**src/rtl/alu_mc.sv**
```systemverilog
// alu_mc: multi-cycle ALU with iterative shifts, shift-add multiply and restoring divide
module alu_mc #(
    parameter int WIDTH = 8
) (
    input  logic             clk,
    input  logic             rst,
    input  logic             start,
    input  logic [3:0]       op,
    input  logic [WIDTH-1:0] a,
    input  logic [WIDTH-1:0] b,
    output logic             busy,
    output logic             done,
    output logic [WIDTH-1:0] c,
    output logic [WIDTH-1:0] hi,
    output logic [7:0]       flags
);
    localparam int SA = $clog2(WIDTH);
    localparam logic [3:0] OP_AND = 4'h0, OP_OR = 4'h1, OP_XOR = 4'h2, OP_NOT = 4'h3;
    localparam logic [3:0] OP_ADD = 4'h4, OP_ADC = 4'h5, OP_SUB = 4'h6, OP_SBB = 4'h7;
    localparam logic [3:0] OP_SHL = 4'h8, OP_SHR = 4'h9, OP_SAR = 4'hA, OP_ROL = 4'hB;
    localparam logic [3:0] OP_ROR = 4'hC, OP_MUL = 4'hD, OP_DIVU = 4'hE, OP_CMP = 4'hF;

    typedef enum logic {IDLE, EXEC} state_t;

    state_t           r_state;
    logic [3:0]       r_op;
    logic [WIDTH-1:0] r_a, r_b, r_p, r_q;
    logic [SA:0]      r_cnt;

    logic             w_ci, w_sh_cy, w_div0, w_last, w_ge, w_cy, w_ac, w_ov, w_wr;
    logic [WIDTH:0]   w_sum, w_dif, w_madd, w_t;
    logic [WIDTH-1:0] w_sh_q, w_mp, w_mq, w_dp, w_dq, w_res, w_hi;
    logic [SA-1:0]    w_n;
    logic [SA:0]      w_lim;

    // ADC/SBB pull in the carry left by the previous operation
    assign w_ci  = (r_op == OP_ADC || r_op == OP_SBB) ? flags[0] : 1'b0;
    assign w_sum = {1'b0, r_a} + {1'b0, r_b} + {{WIDTH{1'b0}}, w_ci};
    assign w_dif = {1'b0, r_a} - {1'b0, r_b} - {{WIDTH{1'b0}}, w_ci};

    // r_q is the working operand for shifts; one position per step
    assign w_sh_q  = r_op == OP_SHL ? {r_q[WIDTH-2:0], 1'b0} :
                     r_op == OP_SHR ? {1'b0, r_q[WIDTH-1:1]} :
                     r_op == OP_SAR ? {r_q[WIDTH-1], r_q[WIDTH-1:1]} :
                     r_op == OP_ROL ? {r_q[WIDTH-2:0], r_q[WIDTH-1]} :
                                      {r_q[0], r_q[WIDTH-1:1]};
    assign w_sh_cy = (r_op == OP_SHL || r_op == OP_ROL) ? r_q[WIDTH-1] : r_q[0];

    // multiply: r_p is the running high half, r_q holds the multiplier shifting out
    assign w_madd = {1'b0, r_p} + (r_q[0] ? {1'b0, r_a} : '0);
    assign w_mp   = w_madd[WIDTH:1];
    assign w_mq   = {w_madd[0], r_q[WIDTH-1:1]};

    // divide: r_p is the partial remainder, r_q shifts dividend out and quotient in
    assign w_t  = {r_p, r_q[WIDTH-1]};
    assign w_ge = w_t >= {1'b0, r_b};
    assign w_dp = w_ge ? WIDTH'(w_t - {1'b0, r_b}) : w_t[WIDTH-1:0];
    assign w_dq = {r_q[WIDTH-2:0], w_ge};

    assign w_n    = r_b[SA-1:0];
    assign w_div0 = r_op == OP_DIVU && r_b == '0;
    assign w_lim  = (r_op == OP_MUL || r_op == OP_DIVU) ? (SA+1)'(WIDTH) :
                    (r_op >= OP_SHL && r_op <= OP_ROR && w_n != '0) ? {1'b0, w_n} : (SA+1)'(1);
    assign w_last = w_div0 || r_cnt == w_lim - 1'b1;

    // final result and flag sources for the completing step; CMP computes but does not write c/hi
    always_comb begin
        w_res = r_q;
        w_hi  = '0;
        w_cy  = 1'b0;
        w_ac  = 1'b0;
        w_ov  = 1'b0;
        w_wr  = 1'b1;
        case (r_op)
            OP_AND: w_res = r_a & r_b;
            OP_OR:  w_res = r_a | r_b;
            OP_XOR: w_res = r_a ^ r_b;
            OP_NOT: w_res = ~r_a;
            OP_ADD, OP_ADC: begin
                w_res = w_sum[WIDTH-1:0];
                w_cy  = w_sum[WIDTH];
                w_ac  = r_a[4] ^ r_b[4] ^ w_sum[4];
                w_ov  = r_a[WIDTH-1] ^ r_b[WIDTH-1] ^ w_sum[WIDTH-1] ^ w_sum[WIDTH];
            end
            OP_SUB, OP_SBB, OP_CMP: begin
                w_res = w_dif[WIDTH-1:0];
                w_cy  = w_dif[WIDTH];
                w_ac  = r_a[4] ^ r_b[4] ^ w_dif[4];
                w_ov  = r_a[WIDTH-1] ^ r_b[WIDTH-1] ^ w_dif[WIDTH-1] ^ w_dif[WIDTH];
                w_wr  = r_op != OP_CMP;
            end
            OP_MUL: begin
                w_res = w_mq;
                w_hi  = w_mp;
                w_cy  = |w_mp;
                w_ov  = |w_mp;
            end
            OP_DIVU: begin
                w_res = w_div0 ? '1 : w_dq;
                w_hi  = w_div0 ? r_a : w_dp;
                w_cy  = w_div0;
                w_ov  = w_div0;
            end
            default: begin
                w_res = w_n == '0 ? r_q : w_sh_q;
                w_cy  = w_n != '0 && w_sh_cy;
            end
        endcase
    end

    // controller: latch on accept, iterate in EXEC, write registered results on the last step
    always_ff @(posedge clk) begin
        if (rst) begin
            r_state <= IDLE;
            r_cnt   <= '0;
            busy    <= 1'b0;
            done    <= 1'b0;
            c       <= '0;
            hi      <= '0;
            flags   <= '0;
        end else begin
            done <= 1'b0;
            case (r_state)
                IDLE: if (start) begin
                    r_state <= EXEC;
                    busy    <= 1'b1;
                    r_cnt   <= '0;
                    r_op    <= op;
                    r_a     <= a;
                    r_b     <= b;
                    r_p     <= '0;
                    r_q     <= op == OP_MUL ? b : a;
                end
                EXEC: if (w_last) begin
                    r_state <= IDLE;
                    busy    <= 1'b0;
                    done    <= 1'b1;
                    c       <= w_wr ? w_res : c;
                    hi      <= w_wr ? w_hi : hi;
                    flags   <= {2'b00, w_ov, ~^w_res, w_res[WIDTH-1], w_res == '0, w_ac, w_cy};
                end else begin
                    r_cnt <= r_cnt + 1'b1;
                    r_p   <= r_op == OP_MUL ? w_mp : w_dp;
                    r_q   <= r_op == OP_MUL ? w_mq : r_op == OP_DIVU ? w_dq : w_sh_q;
                end
                default: r_state <= IDLE;
            endcase
        end
    end
endmodule

```
**config.mk**
```make
export PLATFORM = sky130hd
export DESIGN_NAME = alu_mc
export DESIGN_NICKNAME = d
export VERILOG_FILES = /design/src/rtl/alu_mc.sv
export SDC_FILE = /design/constraint.sdc
export NUM_CORES = 1
export LEC_CHECK = 0
export BUFFER_PORTS_ARGS = -buffer_cell sky130_fd_sc_hd__buf_2
export CORE_UTILIZATION = 35
export CTS_BUF_LIST = sky130_fd_sc_hd__clkbuf_2 sky130_fd_sc_hd__clkbuf_4 sky130_fd_sc_hd__clkbuf_8
export DETAILED_ROUTE_END_ITERATION = 10
export HOLD_SLACK_MARGIN = 0.03
export SLEW_MARGIN = 10
export SYNTH_ARGS = -nofsm -noshare
export SYNTH_HDL_FRONTEND = slang
export SYNTH_SLANG_ARGS = --single-unit
```
**constraint.sdc**
```tcl
create_clock -name clk -period 4.3 [get_ports clk]
set_input_delay 0.43 -clock clk [delete_from_list [all_inputs] [get_ports clk]]
set_output_delay 0.43 -clock clk [all_outputs]
set_load 0.01 [all_outputs]
```
==> reports/qor.txt, run 1 <==
Post-synth EDFFs: 36
Fill cells: 1596
worst reg-to-reg setup slack: 600 ps
gr usage total: 22.8%
status: completed
Overflow after GRT: 0
diode count: 0
vias in the first global route: 5229
fmax: 270 MHz
Main synth FF type: edfxtp_1
max-cap violation count: 0
FF+latch count, synth: 65
NumNets Final: 781
initial antenna violation count: 0
hold_sp: a[4]
Port Buffers: 46
Leak: 2.65 nW
# IOs: 49
height of the die: 131 microns
vias per cell: 5.82
Post-CTS Resized: 0
die area: 17200 sq um
Seq/Total Area, Yosys: 28.5%
Yosys cell types: 83
Place WS: 619 ps
pin count of the biggest net entering global routing: 34
worst relative slew slack: 52.5%
Peak VDD IR: 206 uV
hold path depth: 1
CTS tree: done
DR DRC count: 0
design area: 6480 sq um
crit start category: flip-flop
total design power: 1.96 mW
Die Span X: 131 microns
row count: 46
actual slew at the worst max-slew pin: 712 ps
HP Class: primary input to flip-flop
Required @ worst endpoint: 4590 ps
initial DRC count: 507
Routed WL per cell: 20.3 microns
Fin Clk Skew: 14.0 ps
RSZ-0062 raised after global routing: false
WHS: 244 ps
Setup Fix Bufs, Post-CTS: 0
Clock Tree Root: clkbuf_8
Reg-to-Reg Start: r_a[0]
ratio of cells with drive above 1 in the final layout: 16.2%
Min-Delay Endpoint: r_a[4]
R2R Path End: flags[4]
Fin Setup TNS: 0 ps
met2 usage: 36.5%
Crit path arrival time: 4000 ps
Setup Viol. Count Final: 0
Seq. cell area: 1660 sq um
TritonRoute pass-1 iters: 5
final wirelength: 18.7 mm
Syn. warnings: 0
Power Density: 302 nW/um^2
met3 usage: 5.88%
Max FO, Critical Path: 7
Final min period: 3700 ps
Mean Syn Cell Area: 8.86 sq um
H-tree depth: 3
Area Overhead vs Synth: 11.1%
Final WS setup: 597 ps
GPL Wtd Cong: 0.973
Synth Instances: 658
Final Hold Viols: 0
first-pass GRT wire length: 28.8 mm
CTS clk-pin slew, worst paths: 80 ps
core area: 16100 sq um
Critical Path Sink Type: flip-flop
R2R depth: 14
pins over their slew limit: 0
CP Class: flip-flop to flip-flop
GR Layer Usage met1: 29.0%
worst skew pair latency: 370 ps
antenna-violating nets left: 0
cts hold-fix bufs: 0
Initial Utilization: 36.3%
CTS Buf Count: 9
Most Used Layer, Global Route: met2
placed cell area: 6260 sq um
post-synthesis cell area: 5830 sq um
fin crit share: 86.1%
Num Clock Sinks: 65
DP Wirelength: 14.6 mm
async set-or-reset flop fraction in the synthesized netlist: 0%
area of the multi-input gates: 3820 sq um
via count: 5363
Clock Tree Buf Depth: 2
## stage by stage
step           utilization (%)  instances
5_1_grt                   40.3        921
4_1_cts                   40.3        921
6_report                  40.3        921
2_1_floorplan                -        659
3_3_place_gp              39.0        905
3_5_place_dp              39.0        905
## cell usage in the layout (no fill, tap or decap), types with 4 or more instances in the layout
master | Yosys | final
a311oi_1 | 7 | 7
a22oi_1 | 6 | 6
buf_4 | 5 | 19
o22ai_1 | 6 | 6
a221oi_1 | 4 | 4
nand2_1 | 45 | 45
nor2_1 | 72 | 72
nand4b_1 | 4 | 4
o21a_1 | 9 | 9
edfxtp_1 | 36 | 36
mux2i_1 | 24 | 24
or2_2 | 4 | 4
nor2b_1 | 7 | 7
and2_1 | 9 | 9
nor3_1 | 18 | 18
buf_2 | 3 | 46
nand2b_1 | 12 | 12
o211ai_1 | 7 | 7
nand3b_1 | 5 | 5
fa_1 | 6 | 6
ha_1 | 52 | 52
mux2_2 | 10 | 10
clkbuf_8 | 2 | 9
nand3_1 | 17 | 17
a21oi_1 | 38 | 38
and3_1 | 6 | 6
or3_1 | 5 | 5
a211o_1 | 4 | 4
xor2_1 | 7 | 7
dfxtp_1 | 29 | 29
xnor2_1 | 22 | 22
a211oi_1 | 18 | 18
inv_1 | 35 | 35
o21ai_0 | 28 | 28
a2111oi_0 | 7 | 7
## kinds of logic after synthesis
| group | count (synthesis) | share of synthesized area (%) |
|---|---|---|
| muxes | 35 | 6.31 |
| adders and majority gates | 58 | 13.2 |
| DFF | 65 | 28.5 |
| other | 1 | 0.0643 |
| buffers and inverters | 70 | 5.97 |
| AOI/OAI and AO/OA | 175 | 21.8 |
| and+or+nand+nor | 225 | 19.8 |
| xor gates and xnor gates | 29 | 4.36 |
## per-layer routing
layer	wire, microns	part of all wire, %
met1	7890	42
met2	8650	46
met3	1610	8.6
met4	573	3.1
met5	0	0
## area by class of cell
cell class	count	area share, %
Clock buffer	9	1.91
Clock inverter	7	1.45
Inverter	35	2.03
Multi-Input combinational cell	524	59.0
Sequential cell	65	25.6
Tap cell	216	4.17
Timing Repair Buffer	65	5.76
## cells in the mapped netlist, types with 7 or more instances
cell | instances | area (sq um)
nand3_1 | 17 | 85.1
nor3_1 | 18 | 90.1
a311oi_1 | 7 | 61.3
clkbuf_1 | 17 | 63.8
nor2_1 | 72 | 270
xnor2_1 | 22 | 193
xor2_1 | 7 | 61.3
o21ai_0 | 28 | 140
mux2i_1 | 24 | 240
o211ai_1 | 7 | 52.6
mux2_2 | 10 | 113
and2_1 | 9 | 56.3
nand2b_1 | 12 | 75.1
a2111oi_0 | 7 | 61.3
inv_1 | 35 | 131
dfxtp_1 | 29 | 581
ha_1 | 52 | 651
a21oi_1 | 38 | 190
edfxtp_1 | 36 | 1080
nand2_1 | 45 | 169
a211oi_1 | 18 | 135
nor2b_1 | 7 | 43.8
o21a_1 | 9 | 67.6
## report_power, final
group          leakage [nW]  switching (mW)  internal [mW]
logic                  1.97           0.357          0.255
clock network         0.107           0.263          0.326
registers             0.574          0.0533          0.702
total                  2.65           0.674           1.28
## worst max-delay path, stage by stage (launching register included)
cell       delay [ps]
edfxtp_1          540
fa_1              640
inv_1              60
ha_1              180
o21ai_0           310
a2111oi_0         180
a211oi_1          330
nor2_1             80
a2111o_1          430
inv_1             120
ha_1              250
xnor2_1           170
xnor2_1           140
nand2_1            70
a21oi_1           140
## worst max path at each step
stage / from / endpoint / cells after the start
CTS: r_a[0] / flags[4] / 14
finish: r_a[0] / flags[4] / 14
global placement: r_op[3] / flags[4] / 16
global route: r_op[2] / flags[4] / 16
detailed placement: r_op[3] / flags[4] / 16
floorplan: r_op[0] / flags[4] / 19
## registers in the layout, indices dropped and copies added (netlist names)
signal and cells:
busy 1, c 8, done 1, flags 6
hi 8, r_a 8, r_b 8, r_cnt 4
r_op 4, r_p 8, r_q 8, r_state 1
(Power assumes the default switching activity.)
==> run 2: changes to the inputs <==
PLACE_DENSITY = 0.59   (was unset)
==> run 2 against run 1 <==
  * Clock power hardly changed
  * Setup slack worse by 35 ps
  * Maximum frequency is 0.94% lower
  * Count of clock-buffer cells in the layout is 1 higher
  * Power hardly changed
  * Clock skew is 3.7 ps lower
  * First-iteration DRC count is 10% higher
  * Critical path depth stayed put
  * Register-to-register slack worse by 40 ps
  * Largest power group unchanged
==> reports/qor.txt, run 2 (synthesized netlist as in run 1, its figures left out) <==
ratio of cells with drive above 1 in the final layout: 16.2% (unchanged)
GPL Wtd Cong: 1.00 (was 0.973)
Clock Tree Root: clkbuf_8 (unchanged)
Initial Utilization: 36.3% (unchanged)
row count: 46 (unchanged)
first-pass GRT wire length: 28.8 mm (about the same)
WHS: 249 ps (was 244 ps)
crit start category: flip-flop (unchanged)
worst relative slew slack: 42.5% (was 52.5%)
worst skew pair latency: 370 ps (about the same)
Max FO, Critical Path: 7 (unchanged)
H-tree depth: 3 (unchanged)
diode count: 0 (unchanged)
pin count of the biggest net entering global routing: 34 (unchanged)
final wirelength: 18.6 mm (was 18.7 mm)
Required @ worst endpoint: 4600 ps (was 4590 ps)
slowest CP cell: fa_1 (unchanged)
die area: 17200 sq um (unchanged)
Setup Viol. Count Final: 0 (unchanged)
HP Class: primary input to flip-flop (unchanged)
status: completed (unchanged)
cts hold-fix bufs: 0 (unchanged)
Power Density: 302 nW/um^2 (about the same)
Post-CTS Resized: 0 (unchanged)
# IOs: 49 (unchanged)
CP max stage delay: 650 ps (was 640 ps)
via count: 5416 (was 5363)
gr usage total: 22.7% (was 22.8%)
Port Buffers: 46 (unchanged)
most common cell after layout, fill and taps aside: nor2_1 (unchanged)
DR DRC count: 0 (unchanged)
CTS tree: done (unchanged)
NumNets Final: 781 (unchanged)
Setup Fix Bufs, Post-CTS: 0 (unchanged)
initial DRC count: 560 (was 507)
RSZ-0062 raised after global routing: false (unchanged)
TritonRoute pass-1 iters: 5 (unchanged)
fmax: 268 MHz (was 270 MHz)
core area: 16100 sq um (unchanged)
crit path cell chain: fa_1 -> inv_1 -> ha_1 -> o21ai_0 -> a2111oi_0 -> a211oi_1 -> nor2_1 -> a2111o_1 -> inv_1 -> ha_1 -> xnor2_1 -> xnor2_1 -> nand2_1 -> a21oi_1 (unchanged)
height of the die: 131 microns (unchanged)
fin crit share: 86.9% (was 86.1%)
Final min period: 3740 ps (was 3700 ps)
most frequent cells in the layout: 72 x nor2_1, 52 x ha_1, 46 x buf_2 (unchanged)
total design power: 1.96 mW (about the same)
vias in the first global route: 5289 (was 5229)
CTS Buf Count: 9 (unchanged)
Fin Clk Skew: 10.3 ps (was 14.0 ps)
Num Clock Sinks: 65 (unchanged)
Area Overhead vs Synth: 11.1% (about the same)
antenna-violating nets left: 0 (unchanged)
Routed WL per cell: 20.2 microns (was 20.3 microns)
DP Wirelength: 14.5 mm (was 14.6 mm)
initial antenna violation count: 1 (was 0)
Peak VDD IR: 207 uV (was 206 uV)
vias per cell: 5.88 (was 5.82)
Crit path arrival time: 4040 ps (was 4000 ps)
Critical Path Sink Type: flip-flop (unchanged)
CTS clk-pin slew, worst paths: 80 ps (about the same)
actual slew at the worst max-slew pin: 862 ps (was 712 ps)
Overflow after GRT: 0 (unchanged)
Fin Setup TNS: 0 ps (unchanged)
Clock Tree Buf Depth: 2 (unchanged)
max-cap violation count: 0 (unchanged)
Final Hold Viols: 0 (unchanged)
pins over their slew limit: 0 (unchanged)
CP Class: flip-flop to flip-flop (unchanged)
Leak: 2.65 nW (about the same)
Die Span X: 131 microns (unchanged)
run 2: cell count changes in the layout (fill, tap and decap cells not counted):
| cell | delta |
|---|---|
| clkinvlp_4 | -1 |
| clkinv_2 | +1 |
| clkbuf_4 | +1 |
| inv_6 | -1 |
run 2: final timing paths:
path	startpoint	slack (ps)	depth (start not counted)	to
worst min-delay path	b[1]	250	1	r_b[1]
worst max-delay path	r_a[0]	560	14	flags[4]
worst min register to register	flags[1]	460	2	flags[1]
worst max register to register	r_a[0]	560	14	flags[4]
run 2: layer usage:
layer / up-vias / wire length [microns] / global-route usage [%]
met5: - / 13 / 0
met4: 2 / 843 / 12.0
met3: 60 / 1460 / 6.25
met2: 230 / 8330 / 36.0
met1: 2606 / 7920 / 28.2
li1: 2518 / - / -
run 2: layout make-up:
type / count / area, sq um
clock buffer: 10 / 131
clock inverter: 6 / 82.6
fill: 1624 / 9580
inverter: 35 / 131
multi-input combinational: 524 / 3820
sequential: 65 / 1660
tap: 216 / 270
timing repair buffer: 65 / 373
run 2: stage by stage:
step                      area (sq um)  cells  setup slack, ps  util [%]
after floorplan                   5830    659              418         -
after global placement            6260    905              686      39.0
after detailed placement          6260    905              617      39.0
after CTS                         6470    921              616      40.3
after global routing              6470    921              218      40.3
final                             6470    921              562      40.3
run 2: report_power, final:
part	total, mW	switching, mW	internal, mW
Combinational	0.615	0.360	0.255
Clock	0.589	0.260	0.330
Sequential	0.752	0.0500	0.702
Total	1.96	0.669	1.29
run 2: worst max-delay path: cells and delay by family, from the launching register on:
kind	cells	cell delay, ps
AOI/OAI and AO/OA	5	1410
buffers and inverters	2	170
DFF	1	550
xor gates and xnor gates	2	310
and+or+nand+nor	2	170
adders and majority gates	3	1060
==> run 3: changes to the inputs <==
ABC_AREA = 1   (was unset)
CORE_UTILIZATION = 45   (was 35)
PLACE_DENSITY = 0.71   (was 0.59)
==> run 3 against run 2 <==
  * Largest power group unchanged
  * Die area is 20% lower
  * Area after synthesis is 1.9% higher
  * Sequential power down 0.8%
  * Cell area about the same
  * Global-route usage up 4.5 points
==> reports/qor.txt, run 3 <==
Place WS: 317 ps (was 617 ps)
R2R Path End: flags[4] (unchanged)
vias per cell: 5.43 (was 5.88)
Required @ worst endpoint: 4570 ps (was 4600 ps)
actual slew at the worst max-slew pin: 766 ps (was 862 ps)
initial DRC count: 565 (was 560)
most common cell after layout, fill and taps aside: nand2_1 (was nor2_1)
gr usage total: 27.3% (was 22.7%)
Leak: 3.33 nW (was 2.65 nW)
GPL Wtd Cong: 1.01 (was 1.00)
final wirelength: 17.4 mm (was 18.6 mm)
Final WS setup: 336 ps (was 562 ps)
DR DRC count: 0 (unchanged)
pin count of the biggest net entering global routing: 28 (was 34)
first-pass GRT wire length: 27.7 mm (was 28.8 mm)
Syn. warnings: 0 (unchanged)
R2R depth: 22 (was 14)
Port Buffers: 46 (unchanged)
post-synthesis cell area: 5940 sq um (was 5830 sq um)
synth top area cells: edfxtp_1 18%, nand2_1 15%, ha_1 11% (was edfxtp_1 19%, ha_1 11%, dfxtp_1 10%)
antenna-violating nets left: 0 (unchanged)
Yosys cell types: 50 (was 83)
Seq. cell area: 1660 sq um (unchanged)
Main synth FF type: edfxtp_1 (unchanged)
area share of the largest cell type after synthesis: 18.2% (was 18.5%)
Yosys top cell by area: edfxtp_1 (unchanged)
Clock Tree Root: clkbuf_8 (unchanged)
HP Class: primary input to flip-flop (unchanged)
FF+latch count, synth: 65 (unchanged)
Num Clock Sinks: 65 (unchanged)
Reg-to-Reg Start: r_op[3] (was r_a[0])
CTS tree: done (unchanged)
max-cap violation count: 0 (unchanged)
CP Class: flip-flop to flip-flop (unchanged)
row count: 41 (was 46)
fin crit share: 92.2% (was 86.9%)
Post-synth EDFFs: 36 (unchanged)
Clock Tree Buf Depth: 2 (unchanged)
# IOs: 49 (unchanged)
async set-or-reset flop fraction in the synthesized netlist: 0% (unchanged)
most frequent cells in the layout: 233 x nand2_1, 133 x inv_1, 91 x nor2_1 (was 72 x nor2_1, 52 x ha_1, 46 x buf_2)
Initial Utilization: 46.5% (was 36.3%)
height of the die: 117 microns (was 131 microns)
RSZ-0062 raised after global routing: false (unchanged)
Area Overhead vs Synth: 8.84% (was 11.1%)
commonest cells in the netlist: 233 x nand2_1, 133 x inv_1, 91 x nor2_1 (was 72 x nor2_1, 52 x ha_1, 45 x nand2_1)
diode count: 0 (unchanged)
Final Hold Viols: 0 (unchanged)
crit path launch: r_op[3] (was r_a[0])
DP Wirelength: 13.8 mm (was 14.5 mm)
worst setup path endpoint: flags[4] (unchanged)
Final min period: 3960 ps (was 3740 ps)
initial antenna violation count: 0 (was 1)
core area: 12800 sq um (was 16100 sq um)
Crit path arrival time: 4240 ps (was 4040 ps)
Fin Clk Skew: 7.21 ps (was 10.3 ps)
Seq/Total Area, Yosys: 28.0% (was 28.5%)
NumNets Final: 996 (was 781)
via count: 5935 (was 5416)
area of the multi-input gates: 3630 sq um (was 3820 sq um)
WHS: 243 ps (was 249 ps)
CTS Buf Count: 9 (unchanged)
H-tree depth: 3 (unchanged)
die area: 13700 sq um (was 17200 sq um)
crit start category: flip-flop (unchanged)
pins over their slew limit: 0 (unchanged)
Die Span X: 117 microns (was 131 microns)
Power Density: 277 nW/um^2 (was 302 nW/um^2)
CTS clk-pin slew, worst paths: 70 ps (was 80 ps)
vias in the first global route: 5465 (was 5289)
Mean Syn Cell Area: 6.79 sq um (was 8.86 sq um)
TritonRoute pass-1 iters: 6 (was 5)
Max FO, Critical Path: 5 (was 7)
worst relative slew slack: 48.7% (was 42.5%)
worst skew pair latency: 370 ps (about the same)
fmax: 252 MHz (was 268 MHz)
Fill cells: 1291 (was 1624)
Peak VDD IR: 222 uV (was 207 uV)
worst reg-to-reg setup slack: 340 ps (was 560 ps)
Setup Viol. Count Final: 0 (unchanged)
Synth Instances: 875 (was 658)
ratio of cells with drive above 1 in the final layout: 10.4% (was 16.2%)
status: completed (unchanged)
Fin Setup TNS: 0 ps (unchanged)
Critical Path Sink Type: flip-flop (unchanged)
most frequent cell after synthesis: nand2_1 (was nor2_1)
Overflow after GRT: 0 (unchanged)
Routed WL per cell: 16.0 microns (was 20.2 microns)
-- run 3: timing repair --
| action | in CTS | in global routing |
|---|---|---|
| setup endpoints to repair | 0 | 1 |
| setup buffers | 0 | 0 |
| gates resized for setup | 0 | 1 |
| hold buffers | 0 | 0 |
-- run 3: power by group --
part,switching [mW],internal (mW)
logic,0.382,0.209
clock network,0.243,0.211
registers,0.0417,0.705
-- run 3: metal layers --
metal	GRT usage [%]	vias up	wire, microns
li1	-	2936	-
met1	36.3	2659	7890
met2	42.6	292	7430
met3	5.56	48	1490
met4	12.2	0	634
met5	0	-	0
-- run 3: cell type report --
type / count / share of cell area [%]
Sequential cell: 65 / 25.7
Inverter: 136 / 7.97
Clock buffer: 10 / 2.03
Timing Repair Buffer: 52 / 4.26
Multi-Input combinational cell: 651 / 56.2
Tap cell: 172 / 3.33
Clock inverter: 6 / 0.542
-- run 3: kinds of logic after synthesis --
| logic type | after synthesis | synth area share (%) |
|---|---|---|
| AND/OR/NAND/NOR | 443 | 32.7 |
| buffers and inverters | 160 | 11.0 |
| AO/OA/AOI/OAI | 135 | 13.4 |
| flip-flops | 65 | 28.0 |
| adder cells (fa/ha/maj) | 58 | 13.0 |
| XOR/XNOR | 13 | 1.92 |
| other | 1 | 0.0631 |
-- run 3: critical path, stage by stage (launching register included) --
cell and delay (ps):
edfxtp_1 440, inv_1 190, nand2_1 170, nor3_2 210, inv_1 80, fa_1 420
fa_1 410, or2_2 300, nand2_1 80, nand2_1 70, nand2_1 90, nand2_1 50
nand2_1 50, nand2_1 60, or2_2 270, nand3_1 70, nand4_1 110, inv_1 90
ha_1 230, xnor2_1 140, xnor2_1 120, o21ai_0 170, nor2_1 50
-- run 3: worst min-delay path by stage --
| stage | start | end | slack (ps) | cells past startpoint |
|---|---|---|---|---|
| after floorplan | r_cnt[3] | r_cnt[3] | 480 | 2 |
| after global placement | flags[5] | flags[5] | 460 | 2 |
| after detailed placement | flags[2] | flags[2] | 470 | 2 |
| after CTS | op[2] | r_op[2] | 240 | 1 |
| after global routing | op[2] | r_op[2] | 230 | 1 |
| final | op[2] | r_op[2] | 240 | 1 |
-- run 3: per-stage QoR --
stage               utilization (%)  cell area, sq um  power, mW  std cells
CTS                            50.6              6460       1.79       1092
detailed placement             49.3              6300       1.34       1076
finish                         50.6              6470       1.79       1092
floorplan                         -              5950       1.19        876
global route                   50.6              6470       1.91       1092
global placement               49.3              6300       1.33       1076
